--- src/rtl/sda_frame_tx_if.sv ---
// Handshake and line bundle for the scl/sda frame transmitter.
interface sda_frame_tx_if;
  logic [3:0] data;
  logic       valid;
  logic       ready;
  logic       busy;
  logic       done;
  logic       scl;
  logic       sda;

  modport master (
    output data, valid,
    input  ready, busy, done, scl, sda
  );

  modport slave (
    input  data, valid,
    output ready, busy, done, scl, sda
  );
endinterface

--- src/rtl/sda_frame_tx.sv ---
// Serial frame transmitter: start, 4 data bits MSB first, stop slot, stop.
// Every protocol phase lasts CLK_DIV system clocks; all outputs registered.
module sda_frame_tx #(
  parameter int unsigned CLK_DIV = 4
) (
  input  logic           clk,
  input  logic           rst,
  sda_frame_tx_if.slave  bus
);

  localparam int unsigned    TW        = (CLK_DIV > 1) ? $clog2(CLK_DIV) : 1;
  localparam logic [TW-1:0]  TICK_LAST = TW'(CLK_DIV - 1);

  typedef enum logic [3:0] {
    IDLE,
    START,
    B_LOW,
    B_SET,
    B_HIGH,
    P_LOW,
    P_SET,
    P_HIGH,
    STOP
  } state_t;

  state_t        r_state;
  logic [TW-1:0] r_tick;
  logic [1:0]    r_bit;
  logic [3:0]    r_shift;
  logic          r_scl;
  logic          r_sda;
  logic          r_ready;
  logic          r_busy;
  logic          r_done;

  logic          w_tick_end;

  assign w_tick_end = (r_tick == TICK_LAST);

  // Line levels are set on entry to each state so they change exactly at the
  // phase boundary, keeping scl and sda edges in separate cycles.
  always_ff @(posedge clk) begin
    if (rst) begin
      r_state <= IDLE;
      r_tick  <= '0;
      r_bit   <= '0;
      r_shift <= '0;
      r_scl   <= 1'b1;
      r_sda   <= 1'b1;
      r_ready <= 1'b1;
      r_busy  <= 1'b0;
      r_done  <= 1'b0;
    end else begin
      r_done <= 1'b0;
      if (r_state == IDLE) begin
        if (bus.valid && r_ready) begin
          r_shift <= bus.data;
          r_bit   <= '0;
          r_tick  <= '0;
          r_state <= START;
          r_scl   <= 1'b1;
          r_sda   <= 1'b0;
          r_ready <= 1'b0;
          r_busy  <= 1'b1;
        end
      end else if (!w_tick_end) begin
        r_tick <= r_tick + 1'b1;
      end else begin
        r_tick <= '0;
        unique case (r_state)
          START: begin
            r_state <= B_LOW;
            r_scl   <= 1'b0;
          end
          B_LOW: begin
            r_state <= B_SET;
            r_sda   <= r_shift[3];
          end
          B_SET: begin
            r_state <= B_HIGH;
            r_scl   <= 1'b1;
          end
          B_HIGH: begin
            r_shift <= {r_shift[2:0], 1'b0};
            r_bit   <= r_bit + 2'd1;
            r_scl   <= 1'b0;
            r_state <= (r_bit == 2'd3) ? P_LOW : B_LOW;
          end
          P_LOW: begin
            r_state <= P_SET;
            r_sda   <= 1'b0;
          end
          P_SET: begin
            r_state <= P_HIGH;
            r_scl   <= 1'b1;
          end
          P_HIGH: begin
            r_state <= STOP;
            r_sda   <= 1'b1;
          end
          STOP: begin
            r_state <= IDLE;
            r_done  <= 1'b1;
            r_ready <= 1'b1;
            r_busy  <= 1'b0;
          end
          default: begin
            r_state <= IDLE;
          end
        endcase
      end
    end
  end

  assign bus.scl   = r_scl;
  assign bus.sda   = r_sda;
  assign bus.ready = r_ready;
  assign bus.busy  = r_busy;
  assign bus.done  = r_done;

endmodule

--- src/flat_wrapper.sv ---
// flat-port wrapper written by rule: the top's interface ports become plain ports
module sda_frame_tx_flat 
#(
  parameter int unsigned CLK_DIV = 4
)
  (clk, rst, bus_data, bus_valid, bus_ready, bus_busy, bus_done, bus_scl, bus_sda);
  sda_frame_tx_if bus_i ();
  input  logic clk;
  input  logic rst;
  input wire logic [$bits(bus_i.data)-1:0] bus_data;
  input wire logic [$bits(bus_i.valid)-1:0] bus_valid;
  output wire logic [$bits(bus_i.ready)-1:0] bus_ready;
  output wire logic [$bits(bus_i.busy)-1:0] bus_busy;
  output wire logic [$bits(bus_i.done)-1:0] bus_done;
  output wire logic [$bits(bus_i.scl)-1:0] bus_scl;
  output wire logic [$bits(bus_i.sda)-1:0] bus_sda;
  assign bus_i.data = bus_data;
  assign bus_i.valid = bus_valid;
  assign bus_ready = bus_i.ready;
  assign bus_busy = bus_i.busy;
  assign bus_done = bus_i.done;
  assign bus_scl = bus_i.scl;
  assign bus_sda = bus_i.sda;
  sda_frame_tx #(.CLK_DIV(CLK_DIV)) u_core (.clk(clk), .rst(rst), .bus(bus_i));
endmodule
--- config.mk ---
export PLATFORM = sky130hd
export DESIGN_NAME = sda_frame_tx_flat
export DESIGN_NICKNAME = d
export VERILOG_FILES = /design/src/rtl/sda_frame_tx_if.sv /design/src/rtl/sda_frame_tx.sv /design/src/flat_wrapper.sv
export SDC_FILE = /design/constraint.sdc
export NUM_CORES = 1
export LEC_CHECK = 0
export ABC_CLOCK_PERIOD_IN_PS = 1500
export CORE_MARGIN = 2
export CORE_UTILIZATION = 47
export DETAILED_ROUTE_END_ITERATION = 8
export GPL_TIMING_DRIVEN = 0
export PLACE_DENSITY_LB_ADDON = 0.25
export SYNTH_ARGS = -nofsm -noshare
export SYNTH_HDL_FRONTEND = slang
export SYNTH_SLANG_ARGS = --single-unit
--- constraint.sdc ---
create_clock -name clk -period 1.5 [get_ports clk]
set_input_delay 0.15 -clock clk [delete_from_list [all_inputs] [get_ports clk]]
set_output_delay 0.15 -clock clk [all_outputs]
set_load 0.05 [all_outputs]
==> impl_metrics.env, run 1 <==
export IMPL_drtPass1Iterations=4
export IMPL_maxCapViolCount=0
export IMPL_dr_wl_met2_um=1050
export IMPL_start_util_pct=51.5
export IMPL_vdd_drop_max_uv=642
export IMPL_cts_buffers=3
export IMPL_violations="negative setup slack"
export IMPL_cp_common_cell="buf_12"
export IMPL_worstPathMaxFanout=8
export IMPL_r2r_end="u_core.r_bit[1]$_SDFFE_PP0P_"
export IMPL_drt_total_wl_um=2050
export IMPL_synth_edf_count=0
export IMPL_syn_area_per_cell_um2=9.18
export IMPL_core_region_area_um2=1760
export IMPL_wl_per_cell_um=13.8
export IMPL_clock_skew_ns=0.00336
export IMPL_diodes=0
export IMPL_tightest_slew_ns=0.518
export IMPL_min_from="rst"
export IMPL_synth_async_reset_ratio_pct=0
export IMPL_drv_slew=0
export IMPL_grt_pass1_wl_um=3110
export IMPL_drt_initial_drc_count=16
export IMPL_cts_tree="built"
export IMPL_area_growth_pct=32.6
export IMPL_die_area_um2=2300
export IMPL_setup_slack_ns=-0.0382
export IMPL_worstPathRequired_ns=1.67
export IMPL_yosysSeqAreaShare_pct=37.5
export IMPL_antenna_left=0
export IMPL_rsz0062_at_grt="yes"
export IMPL_status="finished, violations left"
export IMPL_yosysUniqueCellTypes=37
export IMPL_routabilityCongestion=0.802
export IMPL_path_buf_inv=2
export IMPL_antenna_found_initial=0
export IMPL_grt_pass1_vias=703
export IMPL_critPathKind="register to register"
export IMPL_synth_top_area_cell="dfxtp_1"
export IMPL_reg2regPathDepth=6
export IMPL_nets=133
export IMPL_slew_headroom_pct=65.4
export IMPL_critPathLaunchType="register"
export IMPL_p_per_area_nw_per_um2=1150
export IMPL_timing_final_crit_share_pct=103
export IMPL_final_cell_mix="nor2_1, dfxtp_1, buf_4"
export IMPL_wl_met1_um=913
export IMPL_numClockSinks=17
export IMPL_cp_slowest_cell="or3_4"
export IMPL_grt_max_degree=12
export IMPL_final_common_cell="nor2_1"
export IMPL_htree_levels=1
export IMPL_timing_final_crit_period_ns=1.54
export IMPL_rows=15
export IMPL_leakage_nw=0.475
export IMPL_cp_end_kind="register"
export IMPL_syn_area_um2=908
export IMPL_fin_util_pct=68.3
export IMPL_drive_gt1_share_pct=30.9
export IMPL_grt_use_total_pct=19.6
export IMPL_hold_end="u_core.r_state[1]$_SDFFE_PP0P_"
export IMPL_worstPathCellList="or3_4 > buf_12 > o32ai_4 > buf_12 > mux2i_1 > nor2_1"
export IMPL_cpPeakStageDelay_ns=0.42
export IMPL_synth_seq_cells=17
export IMPL_fillerInstances=152
export IMPL_ys_flop_type="dfxtp_1"
export IMPL_fmax_ghz=0.650
export IMPL_timing_rr_start="u_core.r_state[0]$_SDFFE_PP0P_"
export IMPL_worst_ep_arrival_time_ns=1.71
export IMPL_syn_nets=108
export IMPL_drc=0
export IMPL_yosysTopAreaCellShare_pct=37.5
export IMPL_post_dp_hpwl_um=1320
export IMPL_syn_inst=99
export IMPL_clk_latency_ns=0.29
export IMPL_fp_dieW_um=48.0
export IMPL_wl_met3_um=49
export IMPL_crit_family="simple AND/OR/NAND/NOR gates"
export IMPL_path_clk_slew_ns=0.10
export IMPL_clockBufferDepth=2
export IMPL_die_h_um=48.0
export IMPL_r2r_slack_ns=-0.04
export IMPL_ys_top_cells_by_area="dfxtp_1, nor2_1, a211oi_1"
export IMPL_fin_hold_ws_ns=0.303
export IMPL_numPortBuffers=10
export IMPL_vias=832
export IMPL_root_buffer="clkbuf_4"
export IMPL_top_layer="met4"
export IMPL_synth_warnings=0
export IMPL_final_hold_viol_count=0
export IMPL_pin_count=12
export IMPL_grt_overflow_total=0
export IMPL_via_per_inst=5.62
export IMPL_setup_viol=3
export IMPL_hp_class="primary input to register"
export IMPL_whs_path_depth=2
state kept, by name, indices dropped and copies added (netlist names):
| name | count |
|---|---|
| u_core.bus.ready | 1 |
| u_core.r_bit | 2 |
| u_core.r_shift | 4 |
| u_core.r_tick | 2 |
| u_core.bus.busy | 1 |
| u_core.bus.scl | 1 |
| u_core.r_state | 4 |
| u_core.bus.sda | 1 |
| u_core.bus.done | 1 |
worst register-to-register path, stage by stage, from the launching register on:
cell and delay [ns]:
dfxtp_4 0.36, or3_4 0.42, buf_12 0.15, o32ai_4 0.12, buf_12 0.16, mux2i_1 0.17, nor2_1 0.05
cell type report:
class / count / area, um^2 / share of cell area, %
inverter: 4 / 15.0 / 1.25
clock inverter: 1 / 5.00 / 0.415
clock buffer: 3 / 22.5 / 1.87
sequential: 17 / 353 / 29.3
timing repair buffer: 23 / 220 / 18.3
multi-input combinational: 70 / 538 / 44.7
tap: 25 / 31.3 / 2.60
buffer: 5 / 20.0 / 1.66
metrics by stage:
| stage | cell area, um^2 | cells | TNS [ns] | setup slack (ns) | power (W) |
|---|---|---|---|---|---|
| finish | 1200 | 148 | -0.0701 | -0.0382 | 0.00139 |
| global route | 1200 | 148 | -0.519 | -0.0921 | 0.00146 |
| CTS | 1170 | 146 | -0.103 | -0.0688 | 0.00135 |
| detailed placement | 1040 | 134 | -1.83 | -0.216 | 0.00101 |
| global placement | 1040 | 134 | -1.57 | -0.181 | 0.000996 |
| floorplan | 911 | 99 | -0.0462 | -0.0293 | 0.000909 |
what timing repair did:
action | in CTS | in global routing
pin swaps | 7 | 3
endpoints found under the hold margin | 0 | 0
setup endpoints to repair | 19 | 12
hold buffers | 0 | 0
buffers inserted | 11 | 2
gates resized for setup | 13 | 6
Yosys cell counts (2+ instances only):
library cell   n
nor2b_1        2
mux2i_1        4
a31oi_1        4
nor3_1         3
nand2_1        5
a211oi_1       6
ha_1           2
buf_6          2
nor2_1        13
inv_1          4
a21oi_1        5
clkbuf_1       5
dfxtp_1       17
nand2b_1       4
worst max-delay path by stage:
| stage | slack [ns] | cells past startpoint | from | endpoint |
|---|---|---|---|---|
| 2_1_floorplan | -0.03 | 6 | u_core.r_state[0]$_SDFFE_PP0P_ | u_core.r_state[1]$_SDFFE_PP0P_ |
| 3_3_place_gp | -0.18 | 5 | u_core.r_state[0]$_SDFFE_PP0P_ | u_core.r_state[2]$_SDFFE_PP0P_ |
| 3_5_place_dp | -0.22 | 5 | u_core.r_state[0]$_SDFFE_PP0P_ | u_core.r_state[2]$_SDFFE_PP0P_ |
| 4_1_cts | -0.07 | 4 | u_core.r_state[0]$_SDFFE_PP0P_ | u_core.r_state[0]$_SDFFE_PP0P_ |
| 5_1_grt | -0.09 | 6 | u_core.r_state[0]$_SDFFE_PP0P_ | u_core.r_bit[0]$_SDFFE_PP0P_ |
| 6_report | -0.04 | 6 | u_core.r_state[0]$_SDFFE_PP0P_ | u_core.r_bit[1]$_SDFFE_PP0P_ |
power breakdown:
group	total (W)	switching, W	internal, W	leakage (nW)
Combinational	0.000601	0.000304	0.000297	0.315
Clock	0.000252	0.000152	0.0000992	0.0177
Sequential	0.000537	0.0000312	0.000506	0.142
Total	0.00139	0.000488	0.000902	0.475
metal layers:
| metal | vias to the layer above | global-route usage, % |
|---|---|---|
| li1 | 410 | - |
| met1 | 395 | 25.3 |
| met2 | 21 | 32.8 |
| met3 | 6 | 3.40 |
| met4 | 0 | 6.49 |
| met5 | - | 0 |
cells by family after synthesis:
logic type               share of synthesized area [%]
AO/OA/AOI/OAI                                     26.0
XOR/XNOR                                         0.964
adder cells (fa/ha/maj)                           2.75
buffers and inverters                             6.61
flip-flops                                        37.5
multiplexers                                      4.41
AND/OR/NAND/NOR                                   21.8
No activity file was read; power rests on OpenSTA's default activity.
==> inputs of run 2 (changes only) <==
REMOVE_ABC_BUFFERS = 1   (was unset)
==> impl_metrics.env, run 2 (synthesis gave the netlist of run 1 again) <==
export IMPL_critPathLaunchType="register"
export IMPL_root_buffer="clkbuf_4"
export IMPL_whs_path_depth=3
export IMPL_final_hold_viol_count=0
export IMPL_crit_start="u_core.r_state[1]$_SDFFE_PP0P_"
export IMPL_drv_slew=0
export IMPL_drt_initial_drc_count=8
export IMPL_antenna_found_initial=0
export IMPL_cts_buffers=3
export IMPL_worst_ep_arrival_time_ns=1.72
export IMPL_fp_dieW_um=48.0
export IMPL_crit_cells=4
export IMPL_area_growth_pct=41.3
export IMPL_slew_headroom_pct=50.9
export IMPL_drc=0
export IMPL_nets=134
export IMPL_grt_max_degree=19
export IMPL_hp_class="primary input to register"
export IMPL_min_from="bus_data[0]"
export IMPL_start_util_pct=51.5
export IMPL_final_cell_mix="buf_4, nor2_1, dfxtp_1, clkdlybuf4s50_1"
export IMPL_setup_slack_ns=-0.0129
export IMPL_wl_per_cell_um=14.6
export IMPL_timing_final_crit_period_ns=1.51
export IMPL_critPathKind="register to register"
export IMPL_fin_hold_ws_ns=0.406
export IMPL_vdd_drop_max_uv=800
export IMPL_drt_total_wl_um=2180
export IMPL_antenna_left=0
export IMPL_status="finished, violations left"
export IMPL_critPathCapture="u_core.r_state[1]$_SDFFE_PP0P_"
export IMPL_grt_pass1_wl_um=3370
export IMPL_grt_use_total_pct=21.6
export IMPL_tightest_slew_ns=0.734
export IMPL_violations="negative setup slack"
export IMPL_numClockSinks=17
export IMPL_die_area_um2=2300
export IMPL_worstPathMaxFanout=6
export IMPL_leakage_nw=0.511
export IMPL_die_h_um=48.0
export IMPL_via_per_inst=5.48
export IMPL_diodes=0
export IMPL_core_region_area_um2=1760
export IMPL_r2r_slack_ns=-0.01
export IMPL_worstPathCellList="or3_4 > o22ai_4 > o21ai_2 > a221oi_2"
export IMPL_fillerInstances=128
export IMPL_clk_latency_ns=0.31
export IMPL_maxCapViolCount=0
export IMPL_cp_end_kind="register"
export IMPL_rsz0062_at_grt="yes"
export IMPL_drive_gt1_share_pct=34.7
export IMPL_path_clk_slew_ns=0.11
export IMPL_tns_ns=-0.0129
export IMPL_largest_registers="u_core.r_shift (4), u_core.r_state (4)"
export IMPL_worstPathRequired_ns=1.70
export IMPL_setup_viol=1
export IMPL_r2r_end="u_core.r_state[1]$_SDFFE_PP0P_"
export IMPL_timing_rr_start="u_core.r_state[1]$_SDFFE_PP0P_"
export IMPL_pin_count=12
export IMPL_cp_slowest_cell="or3_4"
export IMPL_drtPass1Iterations=4
export IMPL_htree_levels=1
export IMPL_clock_skew_ns=0.0128
export IMPL_numPortBuffers=11
export IMPL_vias=816
export IMPL_routabilityCongestion=0.743
export IMPL_rows=15
export IMPL_path_buf_inv=0
export IMPL_fmax_ghz=0.661
export IMPL_final_common_cell="buf_4"
export IMPL_grt_pass1_vias=744
export IMPL_post_dp_hpwl_um=1220
export IMPL_cts_tree="built"
export IMPL_grt_overflow_total=0
export IMPL_crit_family="compound AO/OA/AOI/OAI gates"
export IMPL_cpPeakStageDelay_ns=0.41
export IMPL_reg2regPathDepth=4
export IMPL_clockBufferDepth=2
export IMPL_timing_final_crit_share_pct=101
export IMPL_p_per_area_nw_per_um2=1110
## run 2: changes by cell type in the layout (fill, tap and decap cells not counted), sizes merged
cell / previous run / this run
clkdlybuf4s50: 5 / 6
clkbuf: 7 / 3
buf: 14 / 18
## run 2: timing repair
action                                  in CTS  in global routing
cloned                                       1                  0
endpoints found under the setup margin      20                 12
buffers inserted                            14                  3
pin swaps                                    7                  6
hold buffers                                 0                  0
gates resized for setup                     18                 10
## run 2: cell type report
| class | instances | area [um^2] | share of cell area [%] |
|---|---|---|---|
| Clock buffer | 3 | 22.5 | 1.75 |
| Clock inverter | 1 | 5.00 | 0.390 |
| Sequential cell | 17 | 358 | 27.9 |
| Timing Repair Buffer | 29 | 279 | 21.7 |
| Inverter | 4 | 15.0 | 1.17 |
| Multi-Input combinational cell | 70 | 573 | 44.6 |
| Tap cell | 25 | 31.3 | 2.44 |
## run 2: how the worst min path moves through the flow
stage / slack [ns] / end
finish: 0.41 / u_core.r_shift[0]$_SDFFE_PP0P_
global route: 0.47 / u_core.r_shift[0]$_SDFFE_PP0P_
CTS: 0.41 / u_core.r_shift[0]$_SDFFE_PP0P_
detailed placement: 0.46 / u_core.bus.sda$_SDFFE_PP1P_
global placement: 0.45 / u_core.bus.busy$_SDFFE_PP0P_
floorplan: 0.22 / u_core.r_state[1]$_SDFFE_PP0P_
## run 2: worst min-delay path, stage by stage
cell and delay (ns):
clkdlybuf4s50_1 0.39, nand2_1 0.07, o32ai_2 0.06
## run 2: power breakdown
part | internal (W) | total, W | switching (W)
Sequential | 0.000504 | 0.000541 | 0.0000369
Combinational | 0.000306 | 0.000622 | 0.000316
Clock | 0.0000997 | 0.000258 | 0.000158
## run 2: metal layers
| metal | GRT usage, % | up-vias | share of wire [%] |
|---|---|---|---|
| li1 | - | 407 | - |
| met1 | 28.0 | 387 | 43 |
| met2 | 34.4 | 19 | 53 |
| met3 | 3.40 | 3 | 3.1 |
| met4 | 11.4 | 0 | 1.4 |
| met5 | 0 | - | 0 |
## run 2: stage by stage
| stage | power [W] | cell area [um^2] | util, % | setup slack (ns) | instances |
|---|---|---|---|---|---|
| final | 0.00142 | 1280 | 72.8 | -0.0129 | 149 |
| after global routing | 0.00150 | 1280 | 72.8 | -0.0764 | 149 |
| after CTS | 0.00136 | 1210 | 68.5 | 0.00477 | 146 |
| after detailed placement | 0.000968 | 1000 | 57.0 | -0.354 | 127 |
| after global placement | 0.000956 | 1000 | 57.0 | -0.326 | 127 |
| after floorplan | 0.000867 | 863 | - | -0.149 | 91 |
